[config.mk]
export PLATFORM = sky130hd
export DESIGN_NAME = quad_encoder_bank
export DESIGN_NICKNAME = d
export VERILOG_FILES = /design/src/rtl/quad_encoder_pkg.sv /design/src/rtl/quad_encoder_channel.sv /design/src/rtl/quad_encoder_bank.sv
export SDC_FILE = /design/constraint.sdc
export NUM_CORES = 1
export LEC_CHECK = 0
export ABC_AREA = 0
export BUFFER_PORTS_ARGS = -buffer_cell sky130_fd_sc_hd__buf_2
export CAP_MARGIN = 20
export CELL_PAD_IN_SITES_DETAIL_PLACEMENT = 1
export CELL_PAD_IN_SITES_GLOBAL_PLACEMENT = 2
export CORE_UTILIZATION = 38
export DETAILED_ROUTE_END_ITERATION = 16
export PLACE_DENSITY = 0.87
export SLEW_MARGIN = 40
export SYNTH_ARGS = -nofsm -noshare
export SYNTH_HDL_FRONTEND = slang
export SYNTH_HIERARCHICAL = 1
export SYNTH_SLANG_ARGS = --single-unit
[constraint.sdc]
create_clock -name clk -period 2.7 [get_ports clk]
set_input_delay 0.405 -clock clk [delete_from_list [all_inputs] [get_ports clk]]
set_output_delay 0.405 -clock clk [all_outputs]
set_load 0.03 [all_outputs]
[src/rtl/quad_encoder_pkg.sv]
// Shared types and helpers for the quadrature encoder bank.
package quad_encoder_pkg;

  // Direction FSM states; ERR is parked until AB returns to 11.
  typedef enum logic [2:0] {IDLE, R1, R2, R3, L1, L2, L3, ERR} qstate_t;

  // Filtered AB codes, A in bit 1, B in bit 0.
  localparam logic [1:0] AB_11 = 2'b11;
  localparam logic [1:0] AB_10 = 2'b10;
  localparam logic [1:0] AB_00 = 2'b00;
  localparam logic [1:0] AB_01 = 2'b01;

  // Position of an AB code in the forward sequence 11->10->00->01.
  function automatic logic [1:0] gray_idx(logic [1:0] ab);
    unique case (ab)
      AB_11:   gray_idx = 2'd0;
      AB_10:   gray_idx = 2'd1;
      AB_00:   gray_idx = 2'd2;
      default: gray_idx = 2'd3;
    endcase
  endfunction

  // AB value a state expects to see while resting in it.
  function automatic logic [1:0] state_ab(qstate_t s);
    case (s)
      R1, L3:  state_ab = AB_10;
      R2, L2:  state_ab = AB_00;
      R3, L1:  state_ab = AB_01;
      default: state_ab = AB_11;
    endcase
  endfunction

  // Wrapping position arithmetic over 0..max.
  function automatic int unsigned next_pos(int unsigned pos, logic up, int unsigned max);
    if (up) return (pos >= max) ? 0 : pos + 1;
    else    return (pos == 0) ? max : pos - 1;
  endfunction

endpackage

[src/rtl/quad_encoder_channel.sv]
// One encoder channel: 2-flop sync, per-bit debounce, direction FSM, wrapping counter.
module quad_encoder_channel
  import quad_encoder_pkg::*;
#(
  parameter int unsigned POS_MAX      = 19,
  parameter int unsigned POS_W        = $clog2(POS_MAX + 1),
  parameter int unsigned DEBOUNCE_CYC = 4,
  parameter bit          COUNT_X4     = 1'b0
) (
  input  logic             clk,
  input  logic             reset_i,
  input  logic             a_i,
  input  logic             b_i,
  input  logic             clear_i,
  output logic [POS_W-1:0] pos_o,
  output logic             step_o,
  output logic             dir_o,
  output logic             err_o
);

  logic [1:0] ab_meta_q, ab_sync_q, ab_filt;
  qstate_t    state_q, state_d;
  logic       cnt_up, cnt_dn, enter_err;
  logic [POS_W-1:0] pos_q, pos_d;
  logic       step_q, step_d, dir_q, dir_d, err_q;

  // Two-flop synchroniser for the raw pins, idle-high after reset.
  always_ff @(posedge clk) begin
    if (reset_i) begin
      ab_meta_q <= 2'b11;
      ab_sync_q <= 2'b11;
    end else begin
      ab_meta_q <= {a_i, b_i};
      ab_sync_q <= ab_meta_q;
    end
  end

  if (DEBOUNCE_CYC == 0) begin : g_bypass
    assign ab_filt = ab_sync_q;
  end else begin : g_filt
    localparam int unsigned CntW = (DEBOUNCE_CYC > 1) ? $clog2(DEBOUNCE_CYC) : 1;
    localparam logic [CntW-1:0] CntLast = CntW'(DEBOUNCE_CYC - 1);
    for (genvar i = 0; i < 2; i++) begin : g_bit
      logic [CntW-1:0] cnt_q;
      logic            filt_q;
      // Filtered bit follows sync only after DEBOUNCE_CYC cycles of disagreement.
      always_ff @(posedge clk) begin
        if (reset_i) begin
          cnt_q  <= '0;
          filt_q <= 1'b1;
        end else if (ab_sync_q[i] == filt_q) begin
          cnt_q <= '0;
        end else if (cnt_q == CntLast) begin
          cnt_q  <= '0;
          filt_q <= ab_sync_q[i];
        end else begin
          cnt_q <= cnt_q + CntW'(1);
        end
      end
      assign ab_filt[i] = filt_q;
    end
  end

  // Next state and count decode; the state itself encodes the last accepted AB value.
  always_comb begin
    logic [1:0] cur_ab;
    logic [1:0] idx_fwd;
    state_d   = state_q;
    cnt_up    = 1'b0;
    cnt_dn    = 1'b0;
    enter_err = 1'b0;
    cur_ab    = state_ab(state_q);
    idx_fwd   = gray_idx(cur_ab) + 2'd1;
    if (state_q == ERR) begin
      if (ab_filt == AB_11) state_d = IDLE;
    end else if (ab_filt != cur_ab) begin
      if ((ab_filt ^ cur_ab) == 2'b11) begin
        state_d   = ERR;
        enter_err = 1'b1;
      end else begin
        unique case (state_q)
          IDLE:    state_d = (ab_filt == AB_10) ? R1 : L1;
          R1:      state_d = (ab_filt == AB_11) ? IDLE : R2;
          R2:      state_d = (ab_filt == AB_10) ? R1 : R3;
          R3:      state_d = (ab_filt == AB_00) ? R2 : IDLE;
          L1:      state_d = (ab_filt == AB_11) ? IDLE : L2;
          L2:      state_d = (ab_filt == AB_01) ? L1 : L3;
          L3:      state_d = (ab_filt == AB_00) ? L2 : IDLE;
          default: state_d = ERR;
        endcase
        if (COUNT_X4) begin
          cnt_up = (gray_idx(ab_filt) == idx_fwd);
          cnt_dn = !cnt_up;
        end else begin
          cnt_up = (state_q == R3) && (ab_filt == AB_11);
          cnt_dn = (state_q == L3) && (ab_filt == AB_11);
        end
      end
    end
  end

  // Position update; clear overrides a same-cycle count and leaves dir untouched.
  always_comb begin
    pos_d  = pos_q;
    step_d = 1'b0;
    dir_d  = dir_q;
    if (clear_i) begin
      pos_d = '0;
    end else if (cnt_up || cnt_dn) begin
      pos_d  = POS_W'(next_pos(32'(pos_q), cnt_up, POS_MAX));
      step_d = 1'b1;
      dir_d  = cnt_up;
    end
  end

  // FSM and registered outputs.
  always_ff @(posedge clk) begin
    if (reset_i) begin
      state_q <= IDLE;
      pos_q   <= '0;
      step_q  <= 1'b0;
      dir_q   <= 1'b0;
      err_q   <= 1'b0;
    end else begin
      state_q <= state_d;
      pos_q   <= pos_d;
      step_q  <= step_d;
      dir_q   <= dir_d;
      err_q   <= enter_err;
    end
  end

  assign pos_o  = pos_q;
  assign step_o = step_q;
  assign dir_o  = dir_q;
  assign err_o  = err_q;

endmodule

[src/rtl/quad_encoder_bank.sv]
// Bank of independent quadrature encoder channels with packed outputs.
module quad_encoder_bank
  import quad_encoder_pkg::*;
#(
  parameter int unsigned NUM_CH       = 2,
  parameter int unsigned POS_MAX      = 19,
  parameter int unsigned DEBOUNCE_CYC = 4,
  parameter bit          COUNT_X4     = 1'b0,
  // Derived; leave at default.
  parameter int unsigned POS_W        = $clog2(POS_MAX + 1)
) (
  input  logic                    clk,
  input  logic                    reset_i,
  input  logic [NUM_CH-1:0]       A_i,
  input  logic [NUM_CH-1:0]       B_i,
  input  logic [NUM_CH-1:0]       clear_i,
  output logic [NUM_CH*POS_W-1:0] pos_o,
  output logic [NUM_CH-1:0]       step_o,
  output logic [NUM_CH-1:0]       dir_o,
  output logic [NUM_CH-1:0]       err_o
);

  for (genvar c = 0; c < NUM_CH; c++) begin : g_ch
    quad_encoder_channel #(
      .POS_MAX      (POS_MAX),
      .POS_W        (POS_W),
      .DEBOUNCE_CYC (DEBOUNCE_CYC),
      .COUNT_X4     (COUNT_X4)
    ) u_ch (
      .clk     (clk),
      .reset_i (reset_i),
      .a_i     (A_i[c]),
      .b_i     (B_i[c]),
      .clear_i (clear_i[c]),
      .pos_o   (pos_o[c*POS_W +: POS_W]),
      .step_o  (step_o[c]),
      .dir_o   (dir_o[c]),
      .err_o   (err_o[c])
    );
  end

endmodule

* Word-level counts from Yosys, hierarchy flattened
Cells that the tools add are included.
Operators by class: add/subtract/negate cells 8, magnitude comparators 2, equality and inequality tests 34, mux-type cells 48, bitwise operators 10, reductions and logical operators 36
Operators by type and width (count):
- 3-bit 2-to-1 mux | 14
- 3-bit case mux with 7 select lines | 2
- 5-bit 2-to-1 mux | 6
- 3-bit == test (second input constant) | 8
- 2-bit == test (second input constant) | 10
- 3-bit OR reduction | 6
- 1-bit 2-to-1 mux | 16
- 2-bit 2-to-1 mux | 8
- 2-bit AND reduction | 8
- 2-bit OR reduction | 8
- 3-bit by 2-bit == test with 1-bit output (second input constant) | 4
- 2-bit case mux with 3 select lines | 2
- 5-bit by 1-bit adder with 5-bit output (second input constant) | 2
- 5-bit greater-or-equal comparator (second input constant) | 2
- 5-bit zero test | 2
- 5-bit by 1-bit subtractor with 5-bit output (second input constant) | 2
- 2-bit by 1-bit adder with 2-bit output (second input constant) | 4
- 1-bit NOT | 8
- 3-bit by 1-bit == test with 1-bit output (second input constant) | 2
- 3-bit zero test | 2
- 1-bit == test | 4
- 2-bit by 1-bit == test with 1-bit output (second input constant) | 2
- 1-bit logical AND | 4
- 2-bit zero test | 2
- other kinds (5) | 10
Word-level totals: bits in registers 42, input port bits 8, output and inout port bits 16, word-level logic and storage cells 160

* Logic depth before layout (Yosys ltp)
Gate-level depths: netlist (run 1).
depth after elaboration 10, gate-level depth with buffers 6

* Cells and area by module
Netlist (run 1), hierarchy kept.
By module, submodules not included:
- quad_encoder_channel | instances 2, cells each 137, area each 1153.6 um^2, sequential area each 420.4 um^2

* Worst setup path after synthesis (run 1)
No wires, ideal clock.
path kind reg2reg, start point reg g_ch[0].u_ch.pos_q[2], end point reg g_ch[0].u_ch.pos_q[3], library setup time 66 ps, data arrival time 1675 ps, data required time 2634 ps, slack 959 ps, stages on the path, launching flop included 6, period minus slack after synthesis 1741 ps, path through dfxtp_1 > clkbuf_1 > nand3_1 > or4_1 > a211o_1 > a21boi_2
On the way: cells in the longest elaborated chain, start to end 3, elaborated cells between the ends (all ways) 7, those cells by class add/sub: 2; order compare: 1; mux: 3; reduce/logical: 1
RTL lines:
- start: declaration | RTL line quad_encoder_channel.sv:24 | logic [POS_W-1:0] pos_q, pos_d;
- start signal: assignment | RTL line quad_encoder_channel.sv:126 | pos_q <= pos_d;
- 5-bit by 1-bit subtractor with 5-bit output, or another cell as far along | RTL line quad_encoder_pkg.sv:36 | else return (pos == 0) ? max : pos - 1;
- 5-bit 2-to-1 mux (on tied branches) | RTL line quad_encoder_pkg.sv:36, quad_encoder_pkg.sv:35
- 5-bit 2-to-1 mux * | RTL line quad_encoder_pkg.sv:35 | if (up) return (pos >= max) ? 0 : pos + 1;
Every way passes the cells marked *; elsewhere a longest branch is shown, timed or not. A chain may end at the register's enable or synchronous reset.

* Worst setup path after layout (run 1)
start point reg g_ch[1].u_ch.g_filt.g_bit[0].filt_q, end point reg g_ch[1].u_ch.pos_q[3]
On the way: cells in the longest elaborated chain, start to end 6, elaborated cells between the ends (all ways) 14, those cells by class eq/ne: 3; mux: 7; bitwise: 1; reduce/logical: 3
RTL lines:
- start: declaration | RTL line quad_encoder_channel.sv:45 | logic filt_q;
- start signal: assignment | RTL line quad_encoder_channel.sv:55 | filt_q <= ab_sync_q[i];
- 2-bit XOR or 2-bit == test (tied branches) | RTL line quad_encoder_channel.sv:77, quad_encoder_channel.sv:95, quad_encoder_channel.sv:96
- 2-bit == test, or another cell as far along | RTL line quad_encoder_channel.sv:77 | if ((ab_filt ^ cur_ab) == 2'b11) begin
- 1-bit 2-to-1 mux | RTL line quad_encoder_channel.sv:77
- 1-bit 2-to-1 mux | RTL line quad_encoder_channel.sv:76 | end else if (ab_filt != cur_ab) begin
- 1-bit 2-to-1 mux | RTL line quad_encoder_channel.sv:74 | if (state_q == ERR) begin
- 5-bit 2-to-1 mux or 1-bit logical OR (tied branches) | RTL line quad_encoder_pkg.sv:35, quad_encoder_channel.sv:109
- end signal: assignment | RTL line quad_encoder_channel.sv:126
- end: declaration | RTL line quad_encoder_channel.sv:24
Parallel ways exist; a longest one is shown, timed or not.

==> results of run 1 <==
cells in the mapped netlist, types with 10 or more instances:
library cell	number	area [sq um]
dfxtp_1	42	841
inv_1	22	82.6
a31oi_1	12	75.1
clkbuf_1	10	37.5
a21oi_1	10	50.1
nand2_1	12	45.0
nor2_1	18	67.6
o21ai_0	14	70.1
worst min-delay path by stage:
stage | slack [ps] | depth (start not counted) | startpoint | end
after detailed placement | 400 | 1 | g_ch[0].u_ch/ab_meta_q[1] | g_ch[0].u_ch/ab_sync_q[1]
after global routing | 270 | 2 | A_i[0] | g_ch[0].u_ch/ab_meta_q[1]
after CTS | 270 | 2 | B_i[1] | g_ch[1].u_ch/ab_meta_q[0]
after floorplan | 390 | 1 | g_ch[0].u_ch/ab_meta_q[0] | g_ch[0].u_ch/ab_sync_q[0]
final | 290 | 2 | B_i[1] | g_ch[1].u_ch/ab_meta_q[0]
after global placement | 390 | 1 | g_ch[1].u_ch/ab_meta_q[1] | g_ch[1].u_ch/ab_sync_q[1]
layout make-up:
| cell class | count | area share |
|---|---|---|
| inverter | 22 | 0.0325 |
| tap | 75 | 0.0370 |
| timing repair buffer | 24 | 0.0483 |
| sequential | 42 | 0.331 |
| clock buffer | 7 | 0.0340 |
| multi-input combinational | 192 | 0.515 |
| clock inverter | 1 | 0.00197 |
power by group:
group | total (uW) | internal [uW] | switching, uW
Clock | 423 | 207 | 217
Sequential | 629 | 626 | 3.19
Combinational | 26.4 | 11.7 | 14.8
metrics by stage:
step / std cells / utilization
2_1_floorplan: 274 / -
3_3_place_gp: 355 / 0.416
3_5_place_dp: 355 / 0.416
4_1_cts: 363 / 0.431
5_1_grt: 363 / 0.431
6_report: 363 / 0.431
state kept, by name, summed over array words and instances, names as in the netlist:
name,cells
g_ch.u_ch/g_filt.g_bit.cnt_q,8
g_ch.u_ch/state_q,6
g_ch.u_ch/ab_sync_q,4
g_ch.u_ch/pos_o,10
g_ch.u_ch/ab_meta_q,4
g_ch.u_ch/dir_o,2
g_ch.u_ch/step_o,2
g_ch.u_ch/g_filt.g_bit.filt_q,4
g_ch.u_ch/err_o,2
logic make-up after synthesis:
family,count (synthesis)
buf+inv,40
compound gates,84
fa+ha+maj,8
flops,42
xor+xnor,8
simple gates,86
mux,6
routing by layer:
metal,vias up,track usage,routed length (um)
met5,-,0,0
met4,0,0.0804,111
met3,13,0.0446,203
met2,46,0.279,2350
met1,988,0.225,2580
li1,1020,-,-
==> impl_metrics.toml, run 1 <==
[finish]
layout_common_cells = "42 x dfxtp_1, 23 x buf_2, 22 x inv_1"
multi_input_area_sq_um = 1310
nNetsFinal = 303
drive_gt1_frac = 0.156
fillers = 736
area_growth_syn_to_layout_pct = 9.98
final_area_sq_um = 2540
antennaDiodeCount = 0
regArea_sq_um = 841
layout_commonest_cell = "dfxtp_1"

[clock_tree]
cts_inserted_buffers = 5
h-tree-depth = 2
clk-insertion-delay-late_ps = 290
cts_hold_buf = 0
ctsRootBufferMaster = "clkbuf_8"
clkSinkCount = 42
clk_path_buf_depth = 2
cts.clk_slew.worst_paths_ps = 80
cts_resized = 0
cts_setup_buffers = 0
cts_tree = "done"

[synth]
yosys_warnings = 6
synth_adder_area_share = 0.0434
seq_area_frac_synth = 0.364
synthMuxAreaShare = 0.0260
synth.avg_cell_area_sq_um = 8.42
synth_top_family_by_area = "compound AO/OA/AOI/OAI gates"
ys_ff_latch = 42
synth_xor_xnor_area_share = 0.0304
synth_compound_area_frac = 0.265
synth_cell_types = 42
synth_cells = 274
syn_nets = 290
synth_edf_count = 0
syn_area_sq_um = 2310
synthArstFlopShare = 0
ys.flop_type = "dfxtp_1"
synthSimpleGateAreaFrac = 0.202

[timing]
period_share = 0.724
hold_ws_ps = 287
slew_viol_final = 0
skew_ps = 3.75
setup_viol = 0
post-route-worst-setup-slack_ps = 744
rsz0062_at_grt = "no"
final.setup.tns_ps = 0
finalHoldViolCount = 0
period_needed_ps = 1960
fmax_mhz = 511
maxSlewHeadroom = 0.631
worst_pin_slew_ps = 552

[drt]
drtIter0Drc = 36
viasPerCell = 5.69
drc_errors = 0
wl_per_cell_um = 14.4
drt_pass1_iterations = 4
routed_wl_um = 5240
final_antenna_net_count = 0
vias = 2067

[place]
port_buffers = 23
place.gp.congestion = 0.812
hpwlAfterDp_um = 3640
placed_area_sq_um = 2450
pre_cts_ws_ps = 786

[outcome]
status = "complete, no violations"

[setup_path]
path_class = "reg2reg"
slowest_delay_ps = 630
critPathTopFamily = "simple AND/OR/NAND/NOR gates"
startpoint = "g_ch[1].u_ch/g_filt.g_bit[0].filt_q"
reg2reg_slack_ps = 740
critPathArrivalTime_ps = 2190
critPathBufInv = 0
end_kind = "flip-flop"
reg2reg_to = "g_ch[1].u_ch/pos_o[3]"
regToRegStartpoint = "g_ch[1].u_ch/g_filt.g_bit[0].filt_q"
critPathMaxFanout = 15
path_cells = "nand3_2 -> or4_1 -> a211o_1 -> a21boi_2"
reg2regPathDepth = 4
slowest_stage = "dfxtp_1"
crit_required_ps = 2930
cp-endpoint = "g_ch[1].u_ch/pos_o[3]"
cp-start-kind = "flip-flop"
crit_cells = 4

[grt]
track_usage = 0.177
antenna_found_initial = 0
grt_pass1_vias = 2006
overflow = 0
grt_start_max_net_pins = 29
grt_pass1_wl_um = 8910

[min_path]
hold_path_class = "in2reg"

[floorplan]
die_h_um = 79.9
die_width_um = 79.9
rows = 28
die-area_sq_um = 6390
initial_core_util = 0.392
ios = 24
coreArea_sq_um = 5890

[power]
totalPowerFinal_uw = 1080
power_density_nw_per_um2 = 425
p_leak_uw = 0.00102
ir_drop_mv = 0.257

[job]
cap_violations = 0
No activity file was read; power rests on OpenSTA's default activity.
==> inputs of run 2 (changes only) <==
Settings changed: ABC_AREA 0 to 1, CORE_UTILIZATION 38 to 29, PLACE_DENSITY 0.87 to 0.78.
Clock period 2.7 ns to 1.6 ns, I/O delays scaled along.
==> run 2 against run 1 <==
Effect of this change: global-route usage decreased by 2.7 points; first-iteration DRC count increased by 120%; critical path depth increased by 3; largest power group unchanged; sequential cell count unchanged; clock-buffer cell count decreased by 2; cell area increased by 11%; combinational power increased to 8.9 times the previous value; clock skew increased by 7.9 ps; non-clock buffer count increased by 6.
==> impl_metrics.toml, run 2 <==
[timing]
rsz0062_at_grt = "no"
maxSlewHeadroom = 0.755
post-route-worst-setup-slack_ps = 164
setup_viol = 0
worst_pin_slew_ps = 367
period_needed_ps = 1440
skew_ps = 11.6
fmax_mhz = 696
hold_ws_ps = 107
final.setup.tns_ps = 0
period_share = 0.898
slew_viol_final = 0
finalHoldViolCount = 0

[clock_tree]
cts_tree = "done"
h-tree-depth = 2
clk_path_buf_depth = 2
cts_inserted_buffers = 5
ctsRootBufferMaster = "clkbuf_8"
clkSinkCount = 42
clk-insertion-delay-late_ps = 310
cts_setup_buffers = 0
cts.clk_slew.worst_paths_ps = 90

[finish]
drive_gt1_frac = 0.197
nNetsFinal = 421
area_growth_syn_to_layout_pct = 12.8
largest_reg_flops = 10
fin_cells = 511
antennaDiodeCount = 0
final_core_util = 0.340
fillers = 1105
multi_input_area_sq_um = 1390
layout_common_cells = "90 x nand2_1, 52 x nand3_1, 44 x inv_1"
layout_commonest_cell = "nand2_1"
regArea_sq_um = 846

[grt]
use_met3 = 0.0290
grtUsageMet2 = 0.256
use_met1 = 0.187
track_usage = 0.150
overflow = 0
antenna_found_initial = 0
grt_pass1_vias = 2391
grt_busiest_layer = "met2"
grt_pass1_wl_um = 10600
grt_start_max_net_pins = 19

[power]
ir_drop_mv = 0.315
power_density_nw_per_um2 = 727
p_leak_uw = 0.00133

[synth]
synth_cell_types = 27
synth.avg_cell_area_sq_um = 6.62
synthArstFlopShare = 0
synth_cells = 378
syn_area_sq_um = 2500
ys.flop_type = "dfxtp_1"
synth_top_area_frac = 0.336
seq_area_frac_synth = 0.336
ys_ff_latch = 42
yosysTopAreaCell = "dfxtp_1"
synth_area_leaders = "dfxtp_1 34%, nand2_1 14%, nand3_1 10%"
yosys_warnings = 6
synth_commonest_cells = "90 x nand2_1, 52 x nand3_1, 44 x inv_1, 42 x dfxtp_1, 38 x nor2_1"
synth_edf_count = 0
syn_nets = 394
yosysMostFrequentCell = "nand2_1"

[setup_path]
crit_required_ps = 1790
critPathMaxFanout = 8
critPathArrivalTime_ps = 1620
slowest_stage = "dfxtp_1"
path_class = "reg2reg"
cp-start-kind = "flip-flop"
end_kind = "flip-flop"
reg2reg_slack_ps = 160
path_cells = "nand2_2 -> inv_2 -> nand2_4 -> o21ai_4 -> inv_4 -> o21ai_0 -> a21oi_1"
slowest_delay_ps = 510

[place]
hpwlAfterDp_um = 4690
place.gp.congestion = 0.826
port_buffers = 23
pre_cts_ws_ps = 110
dpl.cell_count = 503

[drt]
drc_errors = 0
wl_per_cell_um = 12.1
viasPerCell = 4.70
drtIter0Drc = 78
routed_wl_um = 6170
drt_pass1_iterations = 4
final_antenna_net_count = 0
vias = 2401

[floorplan]
die_width_um = 94.9
initial_core_util = 0.302
die-area_sq_um = 9000
die_h_um = 94.9
ios = 24
rows = 33
coreArea_sq_um = 8300

[outcome]
status = "complete, no violations"

[job]
cap_violations = 0

[min_path]
hold_path_class = "in2reg"
run 2: changes by cell type in the layout (fill, tap and decap cells not counted), moves of 8 or more:
cell / before / now
nand2_1: 12 / 90
nand2_2: 0 / 10
o211a_1: 8 / 0
inv_1: 22 / 44
a31oi_1: 12 / 2
nand3_1: 4 / 52
a21oi_1: 10 / 26
nor2_1: 18 / 38
nor2b_1: 8 / 0
or3_1: 8 / 0
run 2: where the power goes:
| group | leakage (uW) | switching [uW] | internal [uW] |
|---|---|---|---|
| clock | 0.0000441 | 404 | 307 |
| combinational | 0.000940 | 140 | 94.1 |
| sequential | 0.000342 | 35.7 | 1070 |
run 2: cells by family (layout without fill, tap and decap cells):
logic type | after synthesis | in the layout | synth area share
adder cells (fa/ha/maj) | 8 | 8 | 0.0400
flip-flops | 42 | 42 | 0.336
AO/OA/AOI/OAI | 52 | 52 | 0.121
AND/OR/NAND/NOR | 212 | 212 | 0.386
XOR/XNOR | 2 | 2 | 0.00700
buffers and inverters | 62 | 90 | 0.110
run 2: worst paths after layout:
path / startpoint / end / cells past startpoint
worst max register to register: g_ch[0].u_ch/g_filt.g_bit[0].filt_q / g_ch[0].u_ch/dir_o / 7
worst min-delay path: B_i[1] / g_ch[1].u_ch/ab_meta_q[0] / 2
worst max-delay path: g_ch[0].u_ch/g_filt.g_bit[0].filt_q / g_ch[0].u_ch/dir_o / 7
worst min register to register: g_ch[0].u_ch/ab_meta_q[0] / g_ch[0].u_ch/ab_sync_q[0] / 1
run 2: stage by stage:
| stage | cell area [sq um] | total power [uW] |
|---|---|---|
| after global placement | 2730 | 1360 |
| after detailed placement | 2730 | 1360 |
| final | 2820 | 2050 |
| after global routing | 2820 | 2180 |
| after floorplan | 2500 | 1300 |
| after CTS | 2820 | 2090 |
run 2: area by class of cell:
type	count	area share
clock buffer	5	0.0244
multi-input combinational	274	0.491
sequential	42	0.300
inverter	52	0.0710
timing repair buffer	30	0.0594
clock inverter	3	0.00754
tap	105	0.0466
run 2: what timing repair did:
action                     CTS  global route
resized for setup            0             4
hold buffers                 0             0
setup endpoints to repair    0             9
run 2: layer usage:
metal / vias up / part of all wire
met5: - / 0
met4: 0 / 0.014
met2: 31 / 0.47
met3: 6 / 0.027
met1: 1098 / 0.49
li1: 1266 / -
run 2: worst max-delay path: cells and delay by family (launching register included):
family / cells / cell delay (ps)
AOI/OAI and AO/OA: 3 / 370
buffers and inverters: 2 / 210
DFF: 1 / 510
and+or+nand+nor: 2 / 240
==> inputs of run 3 (changes only) <==
Settings changed: CORE_MARGIN from default to 3.
==> run 3 against run 2 <==
Effect of this change: critical path depth unchanged; core utilization grew 0.36 points; routed wire length rose by 1.2%; cell area increased by 1.1%.
==> impl_metrics.toml, run 3 (synthesized netlist as in run 2, its figures left out) <==
[timing]
period_needed_ps = 1430
period_share = 0.894
rsz0062_at_grt = "no"
final.setup.tns_ps = 0
slew_viol_final = 0
post-route-worst-setup-slack_ps = 169
skew_ps = 6.06
finalHoldViolCount = 0
fmax_mhz = 699
maxSlewHeadroom = 0.776
setup_viol = 0
worst_pin_slew_ps = 336

[floorplan]
die-area_sq_um = 9780
coreArea_sq_um = 8300
initial_core_util = 0.302
die_h_um = 98.9
ios = 24
rows = 33
die_width_um = 98.9

[finish]
area_growth_syn_to_layout_pct = 13.9
drive_gt1_frac = 0.189
layout_commonest_cell = "nand2_1"
layout_common_cells = "90 x nand2_1, 52 x nand3_1, 44 x inv_1"
nNetsFinal = 423
antennaDiodeCount = 0
largest_reg_flops = 10
fillers = 1076

[clock_tree]
h-tree-depth = 2
cts_hold_buf = 0
clkSinkCount = 42
ctsRootBufferMaster = "clkbuf_8"
cts_tree = "done"
cts_setup_buffers = 0
clk_path_buf_depth = 2
cts_inserted_buffers = 5
clk-insertion-delay-late_ps = 290
cts_resized = 0
cts.clk_slew.worst_paths_ps = 90

[place]
hpwlAfterDp_um = 4970
pre_cts_ws_ps = 167
place.gp.congestion = 0.809
port_buffers = 23

[grt]
overflow = 0
grt_pass1_vias = 2389
grt_pass1_wl_um = 10800
grt_start_max_net_pins = 15
track_usage = 0.132
antenna_found_initial = 0

[drt]
drtIter0Drc = 83
drc_errors = 0
drt_pass1_iterations = 4
final_antenna_net_count = 0
vias = 2443
viasPerCell = 4.76
routed_wl_um = 6240
wl_per_cell_um = 12.2

[power]
seq_power_share = 0.498
p_sw_frac = 0.257
power_density_nw_per_um2 = 768
ir_drop_mv = 0.551
switchingPower_uw = 563
pwr-share-comb = 0.113
pwr-share-clk = 0.389
p_leak_uw = 0.00134
internal_power_uw = 1630

[setup_path]
path_class = "reg2reg"
reg2reg_to = "g_ch[1].u_ch/dir_o"
cp-start-kind = "flip-flop"
reg2regPathDepth = 7
crit_required_ps = 1780
reg2reg_slack_ps = 170
end_kind = "flip-flop"
critPathArrivalTime_ps = 1610
regToRegStartpoint = "g_ch[1].u_ch/g_filt.g_bit[1].filt_q"
critPathMaxFanout = 8

[outcome]
status = "complete, no violations"

[min_path]
min_to = "g_ch[0].u_ch/ab_meta_q[1]"
hp-start = "A_i[0]"
min_path_cells = 2
hold_path_class = "in2reg"

[job]
cap_violations = 0
## run 3: final cells by class
type,instances,area (sq um),area share
inverters,52,200,0.0702
clock inverters,2,37.5,0.0132
flip-flops and latches,42,841,0.295
clock buffers,6,72.6,0.0254
repair buffers,32,183,0.0641
well taps,105,131,0.0461
multi-input cells,274,1390,0.486
## run 3: routing by layer
metal,GRT usage,routed length [um],up-vias
met5,0,0,-
met1,0.176,3060,1145
met3,0.0262,182,5
li1,-,-,1266
met4,0.0284,48,0
met2,0.220,2950,27
## run 3: critical path: stages, from the launching register on
cell,delay [ps]
dfxtp_1,480
nand2_2,150
inv_2,130
nand2_4,90
o21ai_4,130
inv_4,90
o21ai_0,160
a21oi_1,80
## run 3: worst max path at each step
stage | end | depth (start not counted) | slack (ps) | from
3_5_place_dp | g_ch[1].u_ch/dir_o | 5 | 170 | g_ch[1].u_ch/state_q[2]
3_3_place_gp | g_ch[0].u_ch/dir_o | 7 | 190 | g_ch[0].u_ch/g_filt.g_bit[0].filt_q
2_1_floorplan | g_ch[0].u_ch/pos_o[1] | 8 | 180 | g_ch[0].u_ch/pos_o[0]
4_1_cts | g_ch[1].u_ch/dir_o | 5 | 150 | g_ch[1].u_ch/state_q[2]
6_report | g_ch[1].u_ch/dir_o | 7 | 170 | g_ch[1].u_ch/g_filt.g_bit[1].filt_q
5_1_grt | g_ch[0].u_ch/pos_o[1] | 8 | 10 | g_ch[0].u_ch/g_filt.g_bit[0].filt_q
## run 3: metrics by stage
stage | util | std cells | hold WS (ps) | power (uW) | cell area (sq um)
after floorplan | - | 378 | 344 | 1300 | 2500
final | 0.344 | 513 | 122 | 2190 | 2850
after global placement | 0.330 | 505 | 392 | 1360 | 2740
after CTS | 0.344 | 513 | 109 | 2230 | 2850
after detailed placement | 0.330 | 505 | 397 | 1370 | 2740
after global routing | 0.344 | 513 | 112 | 2320 | 2850
## run 3: power by group through the flow
stage	combinational [uW]	sequential (uW)	clock, uW
2_1_floorplan	203	1100	0
3_3_place_gp	245	1120	0
3_5_place_dp	249	1120	0
4_1_cts	250	1090	892
5_1_grt	287	1100	935
6_report	248	1090	851
